$ cat config.mk
export PLATFORM = sky130hd
export DESIGN_NAME = store_queue_flat
export DESIGN_NICKNAME = d
export VERILOG_FILES = /design/src/rtl/store_queue_if.sv /design/src/rtl/store_queue.sv /design/src/flat_wrapper.sv
export SDC_FILE = /design/constraint.sdc
export NUM_CORES = 2
export LEC_CHECK = 0
export CORE_MARGIN = 3
export CORE_UTILIZATION = 56
export DETAILED_ROUTE_END_ITERATION = 10
export PLACE_DENSITY = 0.84
export SLEW_MARGIN = 20
export SYNTH_ARGS = -nofsm -noshare
export SYNTH_HDL_FRONTEND = slang
export SYNTH_SLANG_ARGS = --single-unit
$ cat constraint.sdc
create_clock -name clk -period 8.5 [get_ports clk]
set_input_delay 1.275 -clock clk [delete_from_list [all_inputs] [get_ports clk]]
set_output_delay 1.275 -clock clk [all_outputs]
set_load 0.05 [all_outputs]
$ cat src/rtl/store_queue_if.sv
// -----------------------------------------------------------------------------
// store_queue_if
// Bundles every handshake and data signal of the store queue: dispatch alloc,
// AGU fill, ROB commit/flush, the data-cache write port, and the load
// forwarding query.
//   master : the environment (dispatch, AGU, ROB, cache, load pipe)
//   slave  : the store queue itself
// -----------------------------------------------------------------------------
interface store_queue_if #(
    parameter int SQ_SIZE = 8,
    parameter int XLEN    = 32
);
    localparam int IDX_W = $clog2(SQ_SIZE);

    // dispatch
    logic             alloc_valid;
    logic             alloc_ready;
    logic [IDX_W-1:0] alloc_idx;
    // AGU
    logic             fill_valid;
    logic [IDX_W-1:0] fill_idx;
    logic [XLEN-1:0]  fill_addr;
    logic [XLEN-1:0]  fill_data;
    logic [1:0]       fill_width;
    // ROB
    logic             commit_valid;
    logic             flush_valid;
    // data-cache write port
    logic             mem_req_valid;
    logic             mem_req_ready;
    logic [XLEN-1:0]  mem_req_addr;
    logic [XLEN-1:0]  mem_req_data;
    logic [3:0]       mem_req_mask;
    // load forwarding query
    logic             ld_valid;
    logic [XLEN-1:0]  ld_addr;
    logic [1:0]       ld_width;
    logic [IDX_W-1:0] ld_sq_tail;
    logic             fwd_hit;
    logic [XLEN-1:0]  fwd_data;
    logic             fwd_stall;
    // status
    logic [IDX_W:0]   count;

    modport master (
        output alloc_valid, fill_valid, fill_idx, fill_addr, fill_data, fill_width,
               commit_valid, flush_valid, mem_req_ready,
               ld_valid, ld_addr, ld_width, ld_sq_tail,
        input  alloc_ready, alloc_idx, mem_req_valid, mem_req_addr, mem_req_data,
               mem_req_mask, fwd_hit, fwd_data, fwd_stall, count
    );

    modport slave (
        input  alloc_valid, fill_valid, fill_idx, fill_addr, fill_data, fill_width,
               commit_valid, flush_valid, mem_req_ready,
               ld_valid, ld_addr, ld_width, ld_sq_tail,
        output alloc_ready, alloc_idx, mem_req_valid, mem_req_addr, mem_req_data,
               mem_req_mask, fwd_hit, fwd_data, fwd_stall, count
    );
endinterface

$ cat src/rtl/store_queue.sv
// -----------------------------------------------------------------------------
// store_queue
// Circular store queue for the out-of-order LSU. Stores are allocated at tail
// by dispatch, filled by the AGU, committed in order by the ROB and drained
// from head to the data cache. Loads query it combinationally for
// store-to-load forwarding against the stores older than themselves.
//   clk     : clock
//   reset_n : asynchronous active-low reset
//   sq      : store_queue_if.slave (alloc / fill / commit / flush / mem_req /
//             forwarding query / count)
// -----------------------------------------------------------------------------
module store_queue #(
    parameter int SQ_SIZE = 8,
    parameter int XLEN    = 32,
    parameter int IDX_W   = $clog2(SQ_SIZE)
) (
    input  logic          clk,
    input  logic          reset_n,
    store_queue_if.slave  sq
);
    typedef logic [IDX_W-1:0] idx_t;
    typedef logic [IDX_W:0]   cnt_t;

    localparam cnt_t CNT_FULL = cnt_t'(SQ_SIZE);

    // per-entry control flags
    logic [SQ_SIZE-1:0] valid_q, valid_d;
    logic [SQ_SIZE-1:0] addr_valid_q, addr_valid_d;
    logic [SQ_SIZE-1:0] data_valid_q, data_valid_d;
    logic [SQ_SIZE-1:0] committed_q, committed_d;
    // per-entry payload
    logic [XLEN-3:0]    waddr_q [SQ_SIZE];
    logic [3:0]         mask_q  [SQ_SIZE];
    logic [XLEN-1:0]    data_q  [SQ_SIZE];

    idx_t head_q, head_d, tail_q, tail_d, cmt_q, cmt_d;
    cnt_t count_q, count_d, flushed_n;

    logic alloc_fire, fill_fire, commit_fire, drain_fire;

    function automatic logic [3:0] byte_mask(input logic [1:0] width, input logic [1:0] ofs);
        case (width)
            2'd0:    return 4'b0001 << ofs;
            2'd1:    return 4'b0011 << ofs;
            default: return 4'b1111;
        endcase
    endfunction

    assign sq.alloc_ready = (count_q != CNT_FULL);
    assign sq.alloc_idx   = tail_q;
    assign sq.count       = count_q;

    // A flush squashes a same-cycle alloc, so it never takes an entry.
    assign alloc_fire  = sq.alloc_valid && sq.alloc_ready && !sq.flush_valid;
    assign fill_fire   = sq.fill_valid && valid_q[sq.fill_idx];
    // Commit only targets a live, not-yet-committed entry; anything else is a
    // protocol error from the ROB and is dropped.
    assign commit_fire = sq.commit_valid && valid_q[cmt_q] && !committed_q[cmt_q];
    assign drain_fire  = sq.mem_req_valid && sq.mem_req_ready;

    // ---------------- next-state ----------------
    always_comb begin
        // NOTE: every always_comb target gets a default first so no path can infer a latch.
        valid_d      = valid_q;
        addr_valid_d = addr_valid_q;
        data_valid_d = data_valid_q;
        committed_d  = committed_q;
        flushed_n    = '0;

        if (fill_fire) begin
            addr_valid_d[sq.fill_idx] = 1'b1;
            data_valid_d[sq.fill_idx] = 1'b1;
        end
        if (alloc_fire) begin
            valid_d[tail_q]      = 1'b1;
            addr_valid_d[tail_q] = 1'b0;
            data_valid_d[tail_q] = 1'b0;
            committed_d[tail_q]  = 1'b0;
        end
        if (commit_fire) begin
            committed_d[cmt_q] = 1'b1;
        end
        if (drain_fire) begin
            valid_d[head_q]      = 1'b0;
            addr_valid_d[head_q] = 1'b0;
            data_valid_d[head_q] = 1'b0;
            committed_d[head_q]  = 1'b0;
        end
        // Flush sees the post-commit view, so a same-cycle commit survives it.
        if (sq.flush_valid) begin
            for (int i = 0; i < SQ_SIZE; i++) begin
                if (valid_d[i] && !committed_d[i]) begin
                    valid_d[i]      = 1'b0;
                    addr_valid_d[i] = 1'b0;
                    data_valid_d[i] = 1'b0;
                    flushed_n       = flushed_n + cnt_t'(1);
                end
            end
        end

        head_d  = head_q + idx_t'(drain_fire);
        cmt_d   = cmt_q + idx_t'(commit_fire);
        tail_d  = sq.flush_valid ? cmt_d : tail_q + idx_t'(alloc_fire);
        count_d = count_q + cnt_t'(alloc_fire) - cnt_t'(drain_fire) - flushed_n;
    end

    // ---------------- state registers ----------------
    always_ff @(posedge clk or negedge reset_n) begin
        if (!reset_n) begin
            valid_q      <= '0;
            addr_valid_q <= '0;
            data_valid_q <= '0;
            committed_q  <= '0;
            head_q       <= '0;
            tail_q       <= '0;
            cmt_q        <= '0;
            count_q      <= '0;
        end else begin
            // NOTE: sequential state uses non-blocking assignments so all registers update together.
            valid_q      <= valid_d;
            addr_valid_q <= addr_valid_d;
            data_valid_q <= data_valid_d;
            committed_q  <= committed_d;
            head_q       <= head_d;
            tail_q       <= tail_d;
            cmt_q        <= cmt_d;
            count_q      <= count_d;
        end
    end

    // NOTE: payload storage has no reset; the flags qualify every read and the outputs are gated.
    always_ff @(posedge clk) begin
        if (fill_fire) begin
            waddr_q[sq.fill_idx] <= sq.fill_addr[XLEN-1:2];
            mask_q[sq.fill_idx]  <= byte_mask(sq.fill_width, sq.fill_addr[1:0]);
            data_q[sq.fill_idx]  <= sq.fill_data << {sq.fill_addr[1:0], 3'b000};
        end
    end

    // ---------------- drain port ----------------
    assign sq.mem_req_valid = valid_q[head_q] && committed_q[head_q]
                           && addr_valid_q[head_q] && data_valid_q[head_q];
    assign sq.mem_req_addr  = sq.mem_req_valid ? {waddr_q[head_q], 2'b00} : '0;
    assign sq.mem_req_data  = sq.mem_req_valid ? data_q[head_q] : '0;
    assign sq.mem_req_mask  = sq.mem_req_valid ? mask_q[head_q] : '0;

    // ---------------- store-to-load forwarding ----------------
    logic [3:0]      ld_mask;
    idx_t            n_older, scan_idx, sel_idx;
    logic            decided, hit, stall;
    logic [XLEN-1:0] keep_mask, shifted;

    always_comb begin
        ld_mask  = byte_mask(sq.ld_width, sq.ld_addr[1:0]);
        // Distance from head gives program order independent of wrap-around.
        n_older  = sq.ld_sq_tail - head_q;
        decided  = 1'b0;
        hit      = 1'b0;
        stall    = 1'b0;
        sel_idx  = '0;
        scan_idx = '0;
        // k=0 is the youngest older store, k=n_older-1 the oldest.
        for (int k = 0; k < SQ_SIZE; k++) begin
            scan_idx = sq.ld_sq_tail - idx_t'(k + 1);
            if (!decided && sq.ld_valid && (idx_t'(k) < n_older) && valid_q[scan_idx]) begin
                if (!addr_valid_q[scan_idx]) begin
                    decided = 1'b1;
                    stall   = 1'b1;
                end else if (waddr_q[scan_idx] == sq.ld_addr[XLEN-1:2]
                             && (mask_q[scan_idx] & ld_mask) != 4'b0000) begin
                    decided = 1'b1;
                    // Only a store covering every load byte can supply it alone.
                    if ((ld_mask & ~mask_q[scan_idx]) == 4'b0000 && data_valid_q[scan_idx]) begin
                        hit     = 1'b1;
                        sel_idx = scan_idx;
                    end else begin
                        stall = 1'b1;
                    end
                end
            end
        end

        case (sq.ld_width)
            2'd0:    keep_mask = XLEN'(32'h0000_00FF);
            2'd1:    keep_mask = XLEN'(32'h0000_FFFF);
            default: keep_mask = '1;
        endcase
        shifted = data_q[sel_idx] >> {sq.ld_addr[1:0], 3'b000};
    end

    assign sq.fwd_hit   = hit;
    assign sq.fwd_stall = stall;
    assign sq.fwd_data  = hit ? (shifted & keep_mask) : '0;

endmodule

$ cat src/flat_wrapper.sv
// flat-port wrapper written by rule: the top's interface ports become plain ports
module store_queue_flat 
#(
    parameter int SQ_SIZE = 8,
    parameter int XLEN    = 32,
    parameter int IDX_W   = $clog2(SQ_SIZE)
)
  (clk, reset_n, sq_alloc_valid, sq_fill_valid, sq_fill_idx, sq_fill_addr, sq_fill_data, sq_fill_width, sq_commit_valid, sq_flush_valid, sq_mem_req_ready, sq_ld_valid, sq_ld_addr, sq_ld_width, sq_ld_sq_tail, sq_alloc_ready, sq_alloc_idx, sq_mem_req_valid, sq_mem_req_addr, sq_mem_req_data, sq_mem_req_mask, sq_fwd_hit, sq_fwd_data, sq_fwd_stall, sq_count);
  store_queue_if #(.SQ_SIZE(SQ_SIZE), .XLEN(XLEN)) sq_i ();
  input  logic clk;
  input  logic reset_n;
  input wire logic [$bits(sq_i.alloc_valid)-1:0] sq_alloc_valid;
  input wire logic [$bits(sq_i.fill_valid)-1:0] sq_fill_valid;
  input wire logic [$bits(sq_i.fill_idx)-1:0] sq_fill_idx;
  input wire logic [$bits(sq_i.fill_addr)-1:0] sq_fill_addr;
  input wire logic [$bits(sq_i.fill_data)-1:0] sq_fill_data;
  input wire logic [$bits(sq_i.fill_width)-1:0] sq_fill_width;
  input wire logic [$bits(sq_i.commit_valid)-1:0] sq_commit_valid;
  input wire logic [$bits(sq_i.flush_valid)-1:0] sq_flush_valid;
  input wire logic [$bits(sq_i.mem_req_ready)-1:0] sq_mem_req_ready;
  input wire logic [$bits(sq_i.ld_valid)-1:0] sq_ld_valid;
  input wire logic [$bits(sq_i.ld_addr)-1:0] sq_ld_addr;
  input wire logic [$bits(sq_i.ld_width)-1:0] sq_ld_width;
  input wire logic [$bits(sq_i.ld_sq_tail)-1:0] sq_ld_sq_tail;
  output wire logic [$bits(sq_i.alloc_ready)-1:0] sq_alloc_ready;
  output wire logic [$bits(sq_i.alloc_idx)-1:0] sq_alloc_idx;
  output wire logic [$bits(sq_i.mem_req_valid)-1:0] sq_mem_req_valid;
  output wire logic [$bits(sq_i.mem_req_addr)-1:0] sq_mem_req_addr;
  output wire logic [$bits(sq_i.mem_req_data)-1:0] sq_mem_req_data;
  output wire logic [$bits(sq_i.mem_req_mask)-1:0] sq_mem_req_mask;
  output wire logic [$bits(sq_i.fwd_hit)-1:0] sq_fwd_hit;
  output wire logic [$bits(sq_i.fwd_data)-1:0] sq_fwd_data;
  output wire logic [$bits(sq_i.fwd_stall)-1:0] sq_fwd_stall;
  output wire logic [$bits(sq_i.count)-1:0] sq_count;
  assign sq_i.alloc_valid = sq_alloc_valid;
  assign sq_i.fill_valid = sq_fill_valid;
  assign sq_i.fill_idx = sq_fill_idx;
  assign sq_i.fill_addr = sq_fill_addr;
  assign sq_i.fill_data = sq_fill_data;
  assign sq_i.fill_width = sq_fill_width;
  assign sq_i.commit_valid = sq_commit_valid;
  assign sq_i.flush_valid = sq_flush_valid;
  assign sq_i.mem_req_ready = sq_mem_req_ready;
  assign sq_i.ld_valid = sq_ld_valid;
  assign sq_i.ld_addr = sq_ld_addr;
  assign sq_i.ld_width = sq_ld_width;
  assign sq_i.ld_sq_tail = sq_ld_sq_tail;
  assign sq_alloc_ready = sq_i.alloc_ready;
  assign sq_alloc_idx = sq_i.alloc_idx;
  assign sq_mem_req_valid = sq_i.mem_req_valid;
  assign sq_mem_req_addr = sq_i.mem_req_addr;
  assign sq_mem_req_data = sq_i.mem_req_data;
  assign sq_mem_req_mask = sq_i.mem_req_mask;
  assign sq_fwd_hit = sq_i.fwd_hit;
  assign sq_fwd_data = sq_i.fwd_data;
  assign sq_fwd_stall = sq_i.fwd_stall;
  assign sq_count = sq_i.count;
  store_queue #(.SQ_SIZE(SQ_SIZE), .XLEN(XLEN), .IDX_W(IDX_W)) u_core (.clk(clk), .reset_n(reset_n), .sq(sq_i));
endmodule
Yosys cells after proc, flatten, opt, wreduce, memory -nomap -nowiden
Memories as Yosys holds them, arrays and structs flattened.
Index checks and enable logic that the tools add are counted.

operators by class
  bitwise logic cells = 38
  mux-type cells = 252
  eq/ne operators = 11
  $lt $le $gt $ge = 24
  add/sub/neg operators = 21
  reduce and logical (&&, ||, !) cells = 95
  shift-type cells = 6

operators by type and width
  operator                                                               count
  30-bit == test                                                         8
  1-bit two-way mux                                                      147
  8-bit two-way mux                                                      14
  3-bit two-way mux                                                      33
  32-bit two-way mux                                                     3
  1-bit binary-select mux with 3-bit select                              31
  4-bit two-way mux                                                      17
  4-bit bitwise AND                                                      16
  32-bit case mux with 2 select lines                                    1
  1-bit logical AND                                                      60
  8-bit bitwise AND                                                      7
  3-bit by 4-bit < comparator with 1-bit output (second input constant)  12
  32-bit bitwise AND                                                     1
  4-bit zero test                                                        8
  4-bit inverter                                                         8
  8-bit bitwise OR                                                       4
  4-bit nonzero test                                                     8
  32-bit by 5-bit << shifter with 32-bit output                          1
  32-bit by 5-bit right shift with 32-bit output                         1
  4-bit by 1-bit adder with 4-bit output (second input constant)         7
  1-bit zero test                                                        17
  8-bit inverter                                                         2
  4-bit case mux with 2 select lines                                     2
  1-bit demux with 3-bit select                                          4
  17 further kinds                                                       35

word-level totals
  memory bits (writable) = 528
  word-level logic and storage cells = 458
  memories = 3
  flip-flop bits (word level) = 45
  input port bits = 114

memories
  name            words  bits a word  read ports  clocked after memory_dff  wr ports  line               text
  u_core.data_q   8      32           2           0                         1         store_queue.sv:34  logic [XLEN-1:0] data_q [SQ_SIZE];
  u_core.waddr_q  8      30           9           0                         1         store_queue.sv:32  logic [XLEN-3:0] waddr_q [SQ_SIZE];
  u_core.mask_q   8      4            9           0                         1         store_queue.sv:33  logic [3:0] mask_q [SQ_SIZE];

Longest topological paths before layout
An unclocked memory read counts as a cell.

  depth in word-level cells = 47
  mapped depth = 32
  mapped depth without buffers = 28

Worst setup path before layout
Ideal clock, no wire load.

  kind = input to output
  start = input sq_ld_sq_tail[0]
  end = output sq_fwd_data[0]
  data arrival time = 8.223 ns
  cell stages on the path = 29
  buffers on the path = 12
  required time = 7.225 ns
  slack = -0.998 ns
  cells stage by stage = buf_6 buf_6 inv_4 buf_2 buf_4 buf_2 buf_2 ha_1 buf_2 buf_4 inv_2 buf_1 mux4_2 mux2i_1 xor2_1 nand2_1 or4b_1 o21ba_2 and4_4 a211oi_2 o21ai_1 and2_1 buf_6 buf_6 buf_6 mux2i_1 a22oi_1 a21oi_1 a221oi_1

between the ends
  longest elaborated chain between the ends = 47
  elaborated cells on any way between the ends = 249

ends and longest elaborated chain
  what                                                            line                text
  start: declaration                                              flat_wrapper.sv:24  input wire logic [$bits(sq_i.ld_sq_tail)-1:0] sq_ld_sq_tail;
  branches (longest 46 deep; another with memory read 8 x 4 bit)  --
  32-bit two-way mux (*)                                          store_queue.sv:193  assign sq.fwd_data = hit ? (shifted & keep_mask) : '0;
  end: declaration                                                flat_wrapper.sv:32  output wire logic [$bits(sq_i.fwd_data)-1:0] sq_fwd_data;

Mark *: on every way between the ends. The select of a mux whose other input is x is not followed.

Worst setup path after layout
  start = input sq_ld_sq_tail[0]
  end = output sq_fwd_data[2]

The elaborated chain is that of the path after synthesis.

==> results by stage <==
Status:
- The run finished with clean final reports.

Yosys:
- The number of different library cells used by synthesis comes to 104.
- Among all flip-flop cells after synthesis, the most frequent one is edfxtp_1.
- In the synthesized netlist the async set-or-reset flop fraction comes to 7.85%.
- The number of flops mapped to enable cells by yosys is 528.
- In this run the cell area of the synthesized design comes to 0.0416 mm^2.
- After synthesis, the mean cell area works out to 12.4 um^2.
- The share of the Yosys chip area taken by registers is 40.8%.
- The count of state elements after synthesis is 573.
- The post-synthesis cell count is 3353.
- The number of warnings printed during yosys synthesis is 0.

Critical path:
- Along the worst path, the maximum fanout reaches 12.
- The critical path contains buffers and inverters numbering 8 combined.
- Data arrives at the worst endpoint at 7.15 ns.
- Setup slack on the worst reg-to-reg path comes out at 0.77 ns.
- Traced cell by cell, the critical path runs through buf_8 > inv_4 > ha_4 > buf_6 > buf_4 > mux4_2 > mux2i_2 > xnor2_1 > or4_1 > or4_4 > and4bb_1 > nand4_2 > o221ai_4 > o21a_4 > buf_4 > buf_12 > mux4_2 > mux2_1 > mux2i_2 > buf_4 > a221oi_4 > buf_4.
- Among all stages on the critical path, the largest delay is contributed by or4_4.
- Counting stages on the worst path, the most repeated cell is buf_4.
- The startpoint class of the critical path is an input port.
- The setup path with the least slack is of type in -> out.
- At the worst endpoint, the required time is 7.22 ns.
- The cell class contributing the biggest share of worst-path delay is simple AND/OR/NAND/NOR gates.
- The largest single stage delay on the critical path is 0.59 ns.
- The worst setup path is captured at an output port.

Floorplanning:
- The total number of placement rows is 99.
- The die boundary width is 278 um.
- Once the floorplan was initialized, standard cells occupied 56.8% of the core.
- The die covers 0.0775 mm^2.
- In this run the vertical extent of the chip is 278 um.
- The standard cell core area is 0.0732 mm^2.
- Pin placement for this block handled 225 I/O pins.

Drt:
- The residual DRC count is 0.
- In this run the remaining antenna-violating nets after routing total 0.
- After detailed routing, the average wire length per cell comes to 35.1 um.
- The detailed-route via count is 36400.
- Before antenna repair, the detailed router went through 7 iterations.
- Summed over all layers, the routed wires come to 164000 um.
- The first routing iteration left 6282 violations.
- The vias per cell is 7.79.

Clock tree:
- The total number of clock tree sinks is 573.
- CTS built an H-tree with a depth of 2.
- The deepest clock path buffer count is 3.
- The clock tree from TritonCTS is built.
- The number of buffers created by CTS is 59.
- After clock tree synthesis, the clock-pin slew on the worst setup and hold paths is 0.06 ns.
- For this design, the CTS-stage hold fixing added 0 buffers.
- The clock tree root driver cell is clkbuf_16.
- The clock latency at the later pin of the worst-skew pair is 0.67 ns.

Timing:
- The hold violation count in the final report is 0.
- For the pin with the worst max-slew slack, the measured transition is 1.10 ns.
- Dividing the final minimum period by the clock period gives 99.2%.
- The final critical-path required period is 8.43 ns.
- The setup-violating endpoint count in the final report is 0.
- For this run, the top clock speed supported by timing is 0.119 GHz.
- The headroom to the max-slew limit is 26.1%.
- The number of max-slew violations in the final report is 0.
- The setup skew after layout is 0.0196 ns.

Global route:
- The initial antenna violation count came to 7.
- Entering global routing, the biggest net connects 81 pins.
- The total overflow left after global routing is 0.
- The number of global-route vias before repair is 34600.
- Across every metal layer, demand over resource in global routing totals 41.1%.
- The first global-routing pass estimated 235000 um of wire.

Cells and area:
- The library cells used most frequently in the layout, excluding fill and tap cells, are edfxtp_1, mux4_2, mux2i_1, buf_4, o22ai_1.
- The finished cells cover 0.0488 mm^2.
- Across the whole layout, storage elements account for 0.0170 mm^2.
- The non-filler instance count after layout is 4667.
- Fill cells in the final layout number 5090.
- Cells fill 66.7% of the core in the end.
- The area used by multi-input combinational logic is 0.0235 mm^2.
- After the last flow step, the layout net total stands at 3791.
- The library cell used most frequently in the layout, excluding fill and tap cells, is edfxtp_1.
- Cells with a size suffix above 1 make up 25.1% of the layout.
- The growth of design area from synthesis to finish is 17.5%.

Power and ir drop:
- The worst-case IR drop observed on VDD is 0.184 mV.
- The fraction of power consumed by sequential logic is 39.7%.
- The clock network burns 32.7% of the power.
- The switching portion of total power is 31.9%.
- The standby leakage power is 17.0 nW.
- For this design the total switching power over the nets is 2.74 mW.
- Summing internal, switching and leakage power gives 8.60 mW.
- The internal power of the cells totals 5.85 mW.
- The share of total power dissipated in combinational logic is 27.6%.
- The power per cell area is 176 mW/mm^2.

Placed design:
- The instance area at placement is 0.0464 mm^2.
- The last weighted congestion value of the routability-driven placer is 1.14.
- The number of placed instances with taps included is 4536.
- The count of buffers from port buffering is 222.
- Detailed placement ended at an HPWL of 114000 um.

Min path:
- The worst hold path belongs to the class reg -> reg.

Flow run:
- The tool flagged a number of max-cap violations equal to 0.
## final timing paths
path                       depth (start not counted)                      to          startpoint
max                                               22          sq_fwd_data[2]    sq_ld_sq_tail[0]
min                                                1      u_core.sq.count[0]  u_core.sq.count[0]
max reg2reg                                       26      u_core.sq.count[3]    u_core.head_q[0]
min reg2reg                                        1      u_core.sq.count[0]  u_core.sq.count[0]
max in group asynchronous                          1  u_core.data_valid_q[1]             reset_n
min in group asynchronous                          1      u_core.sq.count[3]             reset_n
## cells by family after synthesis
| family | count (synthesis) | share of synthesized area [%] |
|---|---|---|
| other | 1 | 0.00902 |
| AO/OA/AOI/OAI | 608 | 10.1 |
| XOR/XNOR | 274 | 5.87 |
| adder cells (fa/ha/maj) | 23 | 0.764 |
| buffers and inverters | 328 | 4.00 |
| flip-flops | 573 | 40.8 |
| AND/OR/NAND/NOR | 842 | 10.8 |
| multiplexers | 704 | 27.6 |
## per-stage QoR
| step | setup TNS [ns] | hold WS [ns] | worst slack, ns |
|---|---|---|---|
| global route | -0.0177 | 0.544 | -0.0105 |
| finish | 0 | 0.528 | 0.0701 |
| global placement | 0 | 0.525 | 0.0570 |
| detailed placement | 0 | 0.521 | 0.0118 |
| floorplan | 0 | 0.493 | 0.00282 |
| CTS | 0 | 0.535 | 0.0319 |
## power by group through the flow
stage	Sequential (mW)	Clock, mW	Combinational (mW)
2_1_floorplan	3.42	0	1.46
3_3_place_gp	3.44	0	2.24
3_5_place_dp	3.46	0	2.28
4_1_cts	3.40	2.81	2.30
5_1_grt	3.42	2.91	2.47
6_report	3.42	2.81	2.37
## layer usage
metal / GRT usage, % / share of wire, %
met5: 0 / 0.0067
met4: 25.9 / 8.5
met3: 8.87 / 13
met2: 65.5 / 46
met1: 51.4 / 33
## layout make-up
class | count | share of cell area, %
antenna | 6 | 0.0307
clock buffer | 64 | 3.06
clock inverter | 45 | 1.23
inverter | 40 | 0.318
multi-input combinational | 2454 | 48.1
sequential | 573 | 34.8
tap | 959 | 2.46
timing repair buffer | 526 | 10.0
## flip-flops by register name, summed over array words and instances (netlist names)
| name | count |
|---|---|
| u_core.data_q | 256 |
| u_core.sq.count | 4 |
| u_core.mask_q | 32 |
| u_core.waddr_q | 240 |
| u_core.committed_q | 8 |
| u_core.head_q | 3 |
| u_core.data_valid_q | 8 |
| u_core.valid_q | 8 |
| u_core.addr_valid_q | 8 |
| u_core.cmt_q | 3 |
| u_core.sq.alloc_idx | 3 |
## synth_stat cells (10+ instances only)
library cell | instances | share of area, %
mux2_2 | 36 | 0.98
a211oi_1 | 17 | 0.31
nand3b_1 | 11 | 0.20
mux2i_1 | 316 | 7.6
mux4_2 | 340 | 18
edfxtp_1 | 528 | 38
o211ai_1 | 15 | 0.27
inv_1 | 35 | 0.32
and3_1 | 21 | 0.32
nand3_1 | 92 | 1.1
buf_6 | 26 | 0.70
buf_4 | 27 | 0.49
o21a_1 | 10 | 0.18
buf_2 | 75 | 0.90
or4_1 | 72 | 1.3
clkbuf_1 | 109 | 0.98
nor3b_1 | 17 | 0.31
nand2_1 | 158 | 1.4
a221oi_1 | 14 | 0.29
nor2_1 | 203 | 1.8
a22oi_1 | 40 | 0.72
a21oi_1 | 60 | 0.72
nor4_1 | 20 | 0.30
nand2b_1 | 13 | 0.20
nor3_1 | 59 | 0.71
dfrtp_1 | 45 | 2.7
and2_1 | 23 | 0.35
o22ai_1 | 282 | 4.2
nand4_1 | 55 | 0.83
o221ai_1 | 11 | 0.23
buf_1 | 48 | 0.43
xnor2_1 | 199 | 4.2
nor2b_1 | 29 | 0.44
ha_1 | 19 | 0.57
o21ai_0 | 30 | 0.36
xor2_1 | 71 | 1.5
## repair_timing
item / CTS / global route
hold endpoints to repair: 0 / 0
gates cloned: 0 / 2
endpoints found under the setup margin: 4 / 26
pin swaps: 0 / 4
buffers inserted: 0 / 14
gates resized for setup: 1 / 25
(Power assumes the default switching activity.)
